==> src/rtl/cla_pkg.sv <==
// Shared definitions for the nibble-serial CLA add/subtract sequencer.
package cla_pkg;

    // Width of one slice pushed through the shared adder per cycle.
    localparam int NIBBLE_W = 4;

    // Operation select encoding on op_sub.
    localparam logic OP_ADD = 1'b0;
    localparam logic OP_SUB = 1'b1;

    // Sequencer states; 2'd3 is unused and recovers to IDLE.
    typedef enum logic [1:0] {
        IDLE = 2'd0,
        RUN  = 2'd1,
        DONE = 2'd2
    } cla_state_e;

endpackage

==> src/rtl/cla_adder4bits.sv <==
// 4-bit carry-lookahead adder: all carries are derived in parallel from
// generate/propagate terms rather than rippled bit to bit.
module cla_adder4bits (
    input  logic [3:0] A,
    input  logic [3:0] B,
    input  logic       Cin,
    output logic [3:0] Sum,
    output logic       Cout
);

    logic [3:0] g;
    logic [3:0] p;
    logic [4:0] c;

    // Generate/propagate terms and flattened lookahead carry equations.
    always_comb begin
        g    = A & B;
        p    = A ^ B;
        c[0] = Cin;
        c[1] = g[0] | (p[0] & c[0]);
        c[2] = g[1] | (p[1] & g[0]) | (p[1] & p[0] & c[0]);
        c[3] = g[2] | (p[2] & g[1]) | (p[2] & p[1] & g[0])
             | (p[2] & p[1] & p[0] & c[0]);
        c[4] = g[3] | (p[3] & g[2]) | (p[3] & p[2] & g[1])
             | (p[3] & p[2] & p[1] & g[0])
             | (p[3] & p[2] & p[1] & p[0] & c[0]);
        Sum  = p ^ c[3:0];
        Cout = c[4];
    end

endmodule

==> src/rtl/cla_serial_add_ctrl.sv <==
// Nibble-serial add/subtract sequencer. One 4-bit CLA is reused for every
// slice of a WIDTH-bit operation, LSB nibble first, with the carry held in a
// register between slices.
//
// Handshakes: a transfer happens on a rising clk edge where both valid and
// ready are 1. The producer holds its payload stable while valid=1 and
// ready=0; ready never depends on anything the transfer itself changes.
// Input side: in_valid/in_ready carry {op_sub, a, b, cin}. Output side:
// out_valid/out_ready carry {sum, cout, ovf}, which hold while stalled.
module cla_serial_add_ctrl
    import cla_pkg::*;
#(
    parameter int WIDTH = 16
) (
    input  logic             clk,
    input  logic             rst_n,
    input  logic             in_valid,
    output logic             in_ready,
    input  logic             op_sub,
    input  logic [WIDTH-1:0] a,
    input  logic [WIDTH-1:0] b,
    input  logic             cin,
    output logic             out_valid,
    input  logic             out_ready,
    output logic [WIDTH-1:0] sum,
    output logic             cout,
    output logic             ovf
);

    localparam int NIB   = WIDTH / NIBBLE_W;
    localparam int CNT_W = $clog2(NIB) + 1;

    if ((WIDTH % NIBBLE_W) != 0 || WIDTH < NIBBLE_W) begin : g_bad_width
        $error("cla_serial_add_ctrl: WIDTH must be a multiple of 4 and >= 4");
    end

    cla_state_e state;
    cla_state_e state_nxt;

    logic [WIDTH-1:0]    a_reg;
    logic [WIDTH-1:0]    b_reg;
    logic                carry_reg;
    logic [CNT_W-1:0]    cnt;
    logic [WIDTH-1:0]    sum_reg;
    logic                cout_reg;
    logic                ovf_reg;

    logic [NIBBLE_W-1:0] a_sl;
    logic [NIBBLE_W-1:0] b_sl;
    logic [NIBBLE_W-1:0] cla_sum;
    logic                cla_cout;
    logic                accept;
    logic                last_slice;

    // Ready and transfer qualifiers; ready is forced low while in reset.
    always_comb begin
        in_ready   = rst_n && ((state == IDLE) || ((state == DONE) && out_ready));
        accept     = in_valid && in_ready;
        last_slice = (cnt == CNT_W'(NIB - 1));
        out_valid  = (state == DONE);
        sum        = sum_reg;
        cout       = cout_reg;
        ovf        = ovf_reg;
    end

    // Slice mux: select the nibble addressed by the slice counter.
    always_comb begin
        a_sl = '0;
        b_sl = '0;
        for (int i = 0; i < NIB; i++) begin
            if (cnt == CNT_W'(i)) begin
                a_sl = a_reg[i*NIBBLE_W +: NIBBLE_W];
                b_sl = b_reg[i*NIBBLE_W +: NIBBLE_W];
            end
        end
    end

    cla_adder4bits u_cla (
        .A    (a_sl),
        .B    (b_sl),
        .Cin  (carry_reg),
        .Sum  (cla_sum),
        .Cout (cla_cout)
    );

    // State register.
    always_ff @(posedge clk) begin
        if (!rst_n) begin
            state <= IDLE;
        end else begin
            state <= state_nxt;
        end
    end

    // Next-state logic; DONE can chain straight into RUN on a new accept.
    always_comb begin
        state_nxt = state;
        case (state)
            IDLE: if (accept) state_nxt = RUN;
            RUN:  if (last_slice) state_nxt = DONE;
            DONE: begin
                if (out_ready) begin
                    state_nxt = accept ? RUN : IDLE;
                end
            end
            default: state_nxt = IDLE;
        endcase
    end

    // Datapath: capture operands on accept, then one slice per RUN cycle.
    // Subtraction is A + ~B + 1, so the inversion and the +1 are folded in
    // at capture time and RUN never needs to know the operation.
    always_ff @(posedge clk) begin
        if (!rst_n) begin
            a_reg     <= '0;
            b_reg     <= '0;
            carry_reg <= 1'b0;
            cnt       <= '0;
            sum_reg   <= '0;
            cout_reg  <= 1'b0;
            ovf_reg   <= 1'b0;
        end else if (accept) begin
            a_reg     <= a;
            b_reg     <= (op_sub == OP_SUB) ? ~b : b;
            carry_reg <= (op_sub == OP_SUB) ? 1'b1 : cin;
            cnt       <= '0;
        end else if (state == RUN) begin
            for (int i = 0; i < NIB; i++) begin
                if (cnt == CNT_W'(i)) begin
                    sum_reg[i*NIBBLE_W +: NIBBLE_W] <= cla_sum;
                end
            end
            carry_reg <= cla_cout;
            cnt       <= cnt + 1'b1;
            if (last_slice) begin
                cout_reg <= cla_cout;
                ovf_reg  <= (a_reg[WIDTH-1] == b_reg[WIDTH-1])
                         && (cla_sum[NIBBLE_W-1] != a_reg[WIDTH-1]);
            end
        end
    end

endmodule

==> config.mk <==
export PLATFORM = sky130hd
export DESIGN_NAME = cla_serial_add_ctrl
export DESIGN_NICKNAME = d
export VERILOG_FILES = /design/src/rtl/cla_pkg.sv /design/src/rtl/cla_adder4bits.sv /design/src/rtl/cla_serial_add_ctrl.sv
export SDC_FILE = /design/constraint.sdc
export NUM_CORES = 1
export LEC_CHECK = 0
export CAP_MARGIN = 20
export CORE_MARGIN = 4
export CORE_UTILIZATION = 55
export DETAILED_ROUTE_END_ITERATION = 6
export PLACE_DENSITY = 0.94
export SLEW_MARGIN = 20
export SYNTH_ARGS = -nofsm -noshare
export SYNTH_HDL_FRONTEND = slang
export SYNTH_HIERARCHICAL = 1
export SYNTH_SLANG_ARGS = --single-unit
==> constraint.sdc <==
create_clock -name clk -period 5.1 [get_ports clk]
set_input_delay 1.275 -clock clk [delete_from_list [all_inputs] [get_ports clk]]
set_output_delay 1.275 -clock clk [all_outputs]
set_load 0.005 [all_outputs]
# After elaboration in Yosys (flattened, before gate mapping)
# Index checks and enable logic that the tools add are counted.
# op_classes
addsub	1
n_eq_ne	10
muxes	17
bitwise	32
reduce_logical	14
# op_table
cell	n
2-to-1 mux 4 bit	8
bitwise AND 1 bit	16
2-to-1 mux 16 bit	1
NOT 16 bit	1
AND reduction 3 bit	5
OR 1 bit	10
XOR 4 bit	2
equality test 3 x 2 -> 1 bit (second input constant)	2
2-to-1 mux 2 bit	3
case mux 2 bit (3 select lines)	1
bitwise AND 4 bit	1
logical AND 1 bit	4
2-to-1 mux 1 bit	4
!= test 2 bit (second input constant)	2
adder 3 x 1 -> 3 bit (second input constant)	1
equality test 3 x 1 -> 1 bit (second input constant)	1
logical NOT 3 bit	1
equality test 2 x 1 -> 1 bit (second input constant)	1
equality test 2 bit (second input constant)	1
logical NOT 2 bit	1
!= test 2 x 1 -> 1 bit (second input constant)	1
NOT 1 bit	2
nonzero test 2 bit	1
OR reduction 2 bit	1
3 further kinds	3
# word_totals
reg_bits	56
in_bits	38
output_inout_bits	20
wordCells	85

# Logic depth before layout (Yosys ltp)
# logic_depth
ltp_word	13
mapped_depth	14
depth_no_buf	12

# Cells and area by module
# Netlist, hierarchy kept.
# by_module_without_submodules
module	instances	cells_per_inst	area_each_um2	seq_area_each_um2
cla_serial_add_ctrl	1	302	2656.3	1121.1
cla_adder4bits	1	17	147.6	0.0

# Least setup slack after synthesis
# OpenSTA, ideal clock, no wires.
# synth_path
kind	in2out
startpoint	input port rst_n
endpoint	output port in_ready
arrival_ns	1.848
required_time_ns	3.825
setup_slack_ns	1.977
stages	3
path_buffers	1
cell_sequence	inv_1 -> clkbuf_1 -> nor3_1
# synth_between
elab_chain_cells	1
# synth_lines
item	line_no	text
start, declared	cla_serial_add_ctrl.sv:16	input logic rst_n,
logical AND 1 bit	cla_serial_add_ctrl.sv:57	in_ready = rst_n && ((state == IDLE) || ((state == DONE) && out_ready));
end, declared	cla_serial_add_ctrl.sv:18	output logic in_ready,
# No other way between the ends.

# Worst setup path in the final report
# Ends and elaborated chain as after synthesis.

==> qor.yml <==
place:
  port_buffers: 57
  dp_slack_ps: 1014
  place_congestion: 0.8642
  dp_hpwl_um: 4740
  place_area_um2: 3322
synthesis:
  synthTopCellsByArea: "dfxtp_1, a21oi_1, xnor2_1"
  synth_commonest_cells: "dfxtp_1, a21oi_1, nand2_1, o21ai_0, nand3_1"
  syn_inst: 319
  netlist_area_um2: 2804
  synth_seq_cells: 56
  synth_cell_types: 37
  synth_async_sr_flop_share_pct: 0
  synthFlopType: "dfxtp_1"
  ys_seq_area_share_pct: 39.98
  syn_area_per_cell_um2: 8.790
  synth_fp_nets: 367
  synth_edf_count: 0
  synth.most_common_cell: "dfxtp_1"
  yosysTopAreaCell: "dfxtp_1"
  yosys_warnings: 6
  yosysTopAreaCellShare_pct: 39.98
clocking:
  htreeDepth: 2
  cts-hold-fix-buffers: 0
  cts-root-buf: "clkbuf_8"
  cts_made_buffers: 5
  path_clk_slew_ps: 100
  cts_buffer_depth: 2
  cts_setup_buffers: 0
  cts_tree: "built"
  worstSkewPairLatency_ps: 320
  cts_resized: 0
  cts.sinks: 56
worst_setup_path:
  worst-path-stages: 5
  cp_common_cell: "clkdlybuf4s50_1"
  critPathLaunchType: "input port"
  critPathMaxStageDelay_ps: 550
  ff2ff_path_depth: 12
  crit_path_max_fanout: 20
  crit_required_ps: 3830
  cp.arrival_ps: 2820
  end_kind: "primary output"
  crit_end: "in_ready"
  r2r_slack_ps: 1610
  crit_start: "rst_n"
  path_buf_inv: 4
  timing.rr.end: "ovf$_SDFFE_PN0P_"
  cp_top_family: "buffers and inverters"
  r2r-start: "cnt[0]$_SDFFE_PP0N_"
  critical_path_class: "input port to primary output"
  cp_slowest_cell: "clkdlybuf4s50_1"
  crit_path_cell_trace: "clkdlybuf4s50_1 -> buf_4 -> inv_1 -> nor3_1 -> clkdlybuf4s50_1"
timing:
  slew-limit-headroom_pct: 37.37
  drv_slew: 0
  worst_slack_ps: 1009
  finalCriticalPeriod_ps: 4091
  clock.fmax_ghz: 0.2444
  worstMarginPinSlew_ps: 936.6
  final.period_utilization_pct: 80.22
  fin_skew_ps: 11.13
  setup_viol: 0
  fin_setup_tns_ps: 0
  rsz0062_at_grt: "no"
  hold_viol_final: 0
global_routing:
  grt_max_degree: 40
  grt.overflow.total: 0
  grt_pass1_vias: 2395
  track_usage_pct: 22.08
  grt_pass1_wl_um: 11030
  antenna_found_initial: 0
worst_hold_path:
  hold_class: "flop to flop"
floorplan:
  start_util_pct: 58.21
  die_w_um: 79.40
  core_um2: 4817
  design.die.area_um2: 6304
  placementRows: 25
  ios: 58
  die_h_um: 79.40
route:
  drcViolationCount: 0
  drt-total-wl_um: 6739
  drtIter0Drc: 277
  vias: 2467
  antenna_left: 0
  wl_per_cell_um: 15.82
  via_per_inst: 5.791
  dr.pass1.iters: 4
power:
  power_density_nw_per_um2: 283.1
  power.leakage_nw: 1.289
  ir_drop_v: 0.0001693
  power_mw: 0.9756
layout:
  diodes: 0
  drive_gt1_share_pct: 6.964
  area_delta_synth_final_pct: 22.89
  fin_nets: 406
  nFillCells: 376
  final_area_um2: 3446
run_status:
  status: "completed"
run:
  max-cap-violations: 0
## cell families (layout without fill, tap and decap cells)
family / count (synthesis) / in the layout / synth area share (%)
AOI/OAI and AO/OA: 106 / 106 / 23.96
and+or+nand+nor: 79 / 79 / 13.92
DFF: 56 / 56 / 39.98
buffers and inverters: 36 / 76 / 6.871
xor gates and xnor gates: 20 / 20 / 6.247
muxes: 12 / 12 / 4.284
adders and majority gates: 10 / 10 / 4.730
## layout make-up
type / instances / area [um^2] / area share (%)
multi-input cells: 227 / 1500 / 43.54
flip-flops and latches: 56 / 1121 / 32.53
clock inverters: 2 / 38.79 / 1.126
clock buffers: 6 / 82.58 / 2.397
well taps: 67 / 83.83 / 2.433
inverters: 9 / 33.78 / 0.9804
repair buffers: 59 / 585.6 / 16.99
## layer usage
metal	global-route usage [%]	share of wire, %	vias to the layer above
li1	-	-	1199
met1	28.06	41	1156
met2	37.21	50	98
met5	0	0	-
met4	7.388	1.7	0
met3	4.628	7.2	14
## worst min-delay path, stage by stage, from the launching register on
cell and delay [ps]:
dfxtp_1 320, nand2_1 50, mux2i_1 60
## metrics by stage
step | instances | hold WS (ps) | utilization [%]
detailed placement | 418 | 450.2 | 68.96
global placement | 418 | 443.3 | 68.86
global route | 426 | 495.5 | 71.53
floorplan | 319 | 450.6 | -
finish | 426 | 464.8 | 71.53
CTS | 426 | 464.5 | 71.48
## worst min-delay path by stage
stage / cells after the start / slack, ps / end / from
after floorplan: 2 / 450 / a_reg[10]$_SDFFE_PN0P_ / a_reg[10]$_SDFFE_PN0P_
after detailed placement: 2 / 450 / sum[13]$_SDFFE_PN0P_ / sum[13]$_SDFFE_PN0P_
after global placement: 2 / 440 / sum[13]$_SDFFE_PN0P_ / sum[13]$_SDFFE_PN0P_
after global routing: 2 / 500 / sum[13]$_SDFFE_PN0P_ / sum[13]$_SDFFE_PN0P_
after CTS: 2 / 460 / sum[13]$_SDFFE_PN0P_ / sum[13]$_SDFFE_PN0P_
final: 2 / 460 / sum[3]$_SDFFE_PN0P_ / sum[3]$_SDFFE_PN0P_
## cell usage in the layout (no fill, tap or decap), types with 2 or more instances in the layout
cell,count
a211oi_2,10
nor2_1,4
a221oi_1,8
a21o_1,3
mux2i_1,12
nand2_1,37
clkdlybuf4s50_1,57
nand3_1,21
buf_4,2
nor2b_1,3
clkbuf_8,6
xnor2_1,19
o21ai_0,25
nand2b_1,3
a21oi_1,41
o21ai_1,8
ha_1,9
a211oi_1,7
dfxtp_1,56
nor3_1,3
inv_1,9
## power by group
part	switching (mW)	internal [mW]	total [mW]
clock network	0.146	0.161	0.306
registers	0.0169	0.463	0.480
logic	0.0984	0.0910	0.189
Power figures use the tool's default switching activity.
==> patch 1, RTL diff (same flow settings) <==
Re-encode `cla_state_e` (3 states) as one-hot, 3 bits wide.
--- a/src/rtl/cla_pkg.sv
+++ b/src/rtl/cla_pkg.sv
@@ -9,10 +9,10 @@
     localparam logic OP_SUB = 1'b1;
 
     // Sequencer states; 2'd3 is unused and recovers to IDLE.
-    typedef enum logic [1:0] {
-        IDLE = 2'd0,
-        RUN  = 2'd1,
-        DONE = 2'd2
+    typedef enum logic [2:0] {
+        IDLE = 3'b001,
+        RUN  = 3'b010,
+        DONE = 3'b100
     } cla_state_e;
 
 endpackage
Check against the original RTL: same outputs for any inputs over 10 cycles, from zero or initial values and one cycle with rst_n low; not proved beyond that.
==> patch 1 against the original RTL <==
  * Sequential cell count increased by 1
  * Design area increased by 2.6%
  * Die area decreased by 0.36%
  * Synthesized area decreased by 0.40%
  * Core utilization increased by 1.8 points
  * Sequential share of layout area decreased by 0.25 points
  * Worst setup slack improved by 0.085 ns
  * Total power increased by 6.0%
  * Routed wire length decreased by 6.6%
==> patch 1: results (changes against the original RTL) <==
metric,value,unit,change
layout.cells.non_filler,446,,+4.7%
dp_cells,432,,+3.3%
worstPathArrival,2.73,ns,-0.09 ns
leakagePower,0.00132,uW,+2.7%
yosys.area_share.adder,4.75,%,+0.019 points
mappedNetlistNets,377,,+2.7%
vias,2419,,-1.9%
grt_pass1_wl,10.8,mm,-1.9%
wl_per_cell,14.1,um,-11%
insertion_delay,0.34,ns,+0.02 ns
fin_nets,424,,+4.4%
maxSlewHeadroom,38.6,%,+1.2 points
timing.rr.start,cnt[0],,
ys_types,40,,+8.1%
drtIter0Drc,125,,-55%
finClkSkew,0.00604,ns,-0.00509 ns
cpPeakStageDelay,0.51,ns,-0.04 ns
vdd_drop_max,149,uV,-12%
synthTopCellsByArea,"dfxtp_1 41%, nand3_1 8.1%, nand2_1 7.9%",,
htreeDepth,3,,+1
status,"finished, final reports clean",,
grt_max_degree,59,,+48%
synth-xor-area-share,6.27,%,+0.025 points
dr.pass1.iters,7,,+3
reg2reg_depth,11,,-1
synthMuxAreaShare,1.79,%,-2.5 points
clk_pin_slew_worst_paths,0.06,ns,-0.04 ns
yosysSeqAreaShare,40.9,%,+0.88 points
synth-compound-area-share,16.9,%,-7.1 points
cts_made_buffers,9,,+4
syn_inst,329,,+3.1%
holdPathEnd,b_reg[8],,
synth_common_cells,"59 x nand2_1, 57 x dfxtp_1, 45 x nand3_1",,
hpwl,4.39,mm,-7.4%
gp_congestion,0.813,,-6.0%
min_from,b_reg[8],,
[patch 1: worst max-delay path: cells and delay by family]
kind,cells,cell delay [ns]
and+or+nand+nor,1,0.27
AOI/OAI and AO/OA,1,0.18
buffers and inverters,2,1.00
[patch 1: cell families after synthesis]
group / count (synthesis)
compound gates: 70
xor+xnor: 20
fa+ha+maj: 10
buf+inv: 33
flops: 57
mux: 5
simple gates: 134
[patch 1: stage by stage]
| step | hold WS [ns] | total power (uW) |
|---|---|---|
| after floorplan | 0.429 | 586 |
| after global placement | 0.441 | 633 |
| after detailed placement | 0.446 | 640 |
| after CTS | 0.456 | 1040 |
| after global routing | 0.474 | 1080 |
| final | 0.454 | 1030 |
[patch 1: metal layers]
layer	part of all wire (%)	routed length [um]	track usage [%]
met5	0	0	0
met2	52	3260	38.1
met1	41	2570	25.0
met3	5.7	357	6.12
met4	1.7	106	11.2
[patch 1: worst max path at each step]
stage               from       end  slack (ns)  cells after the start
2_1_floorplan      rst_n  in_ready        1.95                      3
3_3_place_gp   out_ready  in_ready        1.12                      4
3_5_place_dp   out_ready  in_ready        1.10                      4
4_1_cts        out_ready  in_ready        1.09                      4
5_1_grt        out_ready  in_ready        1.05                      4
6_report       out_ready  in_ready        1.09                      4
[patch 1: where the power goes]
part	internal (uW)	switching (uW)	leakage, uW
combinational	72.5	73.0	0.000761
sequential	470	16.5	0.000465
clock	230	172	0.0000978
total	773	261	0.00132
[patch 1: final cells by class]
cell class | count | area, sq um
flip-flops and latches | 57 | 1140
inverters | 10 | 37.5
multi-input cells | 239 | 1510
fillers | 394 | 1280
clock inverters | 4 | 45.0
clock buffers | 10 | 138
repair buffers | 59 | 581
well taps | 67 | 83.8
==> patch 2, RTL diff (same settings) <==
Without the edit above. `WIDTH`: 16 -> 32.
--- a/src/rtl/cla_serial_add_ctrl.sv
+++ b/src/rtl/cla_serial_add_ctrl.sv
@@ -10,7 +10,7 @@
 module cla_serial_add_ctrl
     import cla_pkg::*;
 #(
-    parameter int WIDTH = 16
+    parameter int WIDTH = 32
 ) (
     input  logic             clk,
     input  logic             rst_n,
Ports: changed (resized a, b and sum); port bits go from 58 to 106. The function was not compared with the original's and may differ.
==> patch 2 against the original RTL <==
  * Total power up 69%
  * Synthesized area up 84%
  * Worst setup slack better by 0.21 ns
  * Non-clock buffer count up 55
  * Combinational power up 37%
  * Design area up 85%
  * Sequential cell count up 49
  * Routed wire length up 85%
==> patch 2: results (changes against the original RTL) <==
metric,value,unit,change
status,"finished, final reports clean",,
cts_made_buffers,9,,+4
yosysSeqAreaShare,40.6,%,+0.66 points
layout.cells.non_filler,798,,+87%
gp_congestion,0.900,,+4.2%
synth-compound-area-share,23.2,%,-0.72 points
grtUsageTotal,22.6,%,+0.56 points
reg2reg_depth,14,,+2
dp_cells,782,,+87%
htreeDepth,3,,+1
use_met1,29.1,%,+1.0 points
hpwl,9.10,mm,+92%
leakagePower,0.00254,uW,+97%
crit_path_max_fanout,17,,-15%
wl_met2,6.00,mm,+76%
drt-met1-wl,5.26,mm,+92%
insertion_delay,0.38,ns,+0.06 ns
synthTopCellsByArea,"dfxtp_1 41%, nand2_1 10%, a21boi_0 8.3%",,
whs,0.473,ns,+0.00835 ns
synthMuxAreaShare,1.16,%,-3.1 points
portBuffers,105,,+84%
layout_commonest_cell,nand2_1,,
worstPathArrival,4.21,ns,+1.39 ns
synth_common_cells,"143 x nand2_1, 105 x dfxtp_1, 57 x a21boi_0",,
use_met2,37.9,%,+0.65 points
mappedNetlistNets,694,,+89%
wl_per_cell,15.7,um,-1.0%
placed_cell_area,6180,sq um,+86%
==> patch 2: cell types whose count changed after synthesis, sizes merged, moves of 10 or more <==
cell,change
nand2,+106
nand3,+14
xnor2,+16
a21oi,-20
buf,+13
o21ai,-21
o211a,+33
a211oi,-16
clkbuf,+18
dfxtp,+49
a21boi,+60
nand3b,+10
==> patch 2: final cells by class <==
| cell class | instances | area (sq um) | share of cell area, % |
|---|---|---|---|
| clock buffers | 9 | 124 | 1.94 |
| flip-flops and latches | 105 | 2100 | 33.0 |
| clock inverters | 7 | 72.6 | 1.14 |
| inverters | 10 | 37.5 | 0.589 |
| multi-input cells | 442 | 2780 | 43.6 |
| repair buffers | 114 | 1120 | 17.6 |
| well taps | 111 | 139 | 2.18 |
==> patch 2: kinds of logic (layout without fill, tap and decap cells) <==
family,Yosys count,count (layout)
and+or+nand+nor,231,231
AOI/OAI and AO/OA,158,158
DFF,105,105
buffers and inverters,68,140
xor gates and xnor gates,38,38
adders and majority gates,9,9
muxes,6,6
==> patch 2: final timing paths <==
kind	start	endpoint
min	sum[22]	sum[22]
max reg2reg	cnt[0]	ovf
min reg2reg	sum[22]	sum[22]
max	cnt[0]	ovf
==> patch 2: power breakdown <==
part           total (uW)  internal [uW]  switching (uW)  leakage (uW)
Clock                 512            193             319     0.0000970
Sequential            879            854            24.5      0.000855
Combinational         258            130             128       0.00159
Total                1650           1180             471       0.00254
==> patch 2: critical path, cell delays in order, from the launching register on <==
cell     delay (ns)
dfxtp_1        0.38
inv_1          0.11
ha_1           0.55
inv_1          0.30
nor3_1         0.23
o31ai_1        0.12
a221o_1        0.36
ha_1           0.29
a21o_1         0.20
a31o_1         0.25
xor2_1         0.15
buf_4          0.19
or3b_2         0.46
nand3_1        0.10
o211a_1        0.14
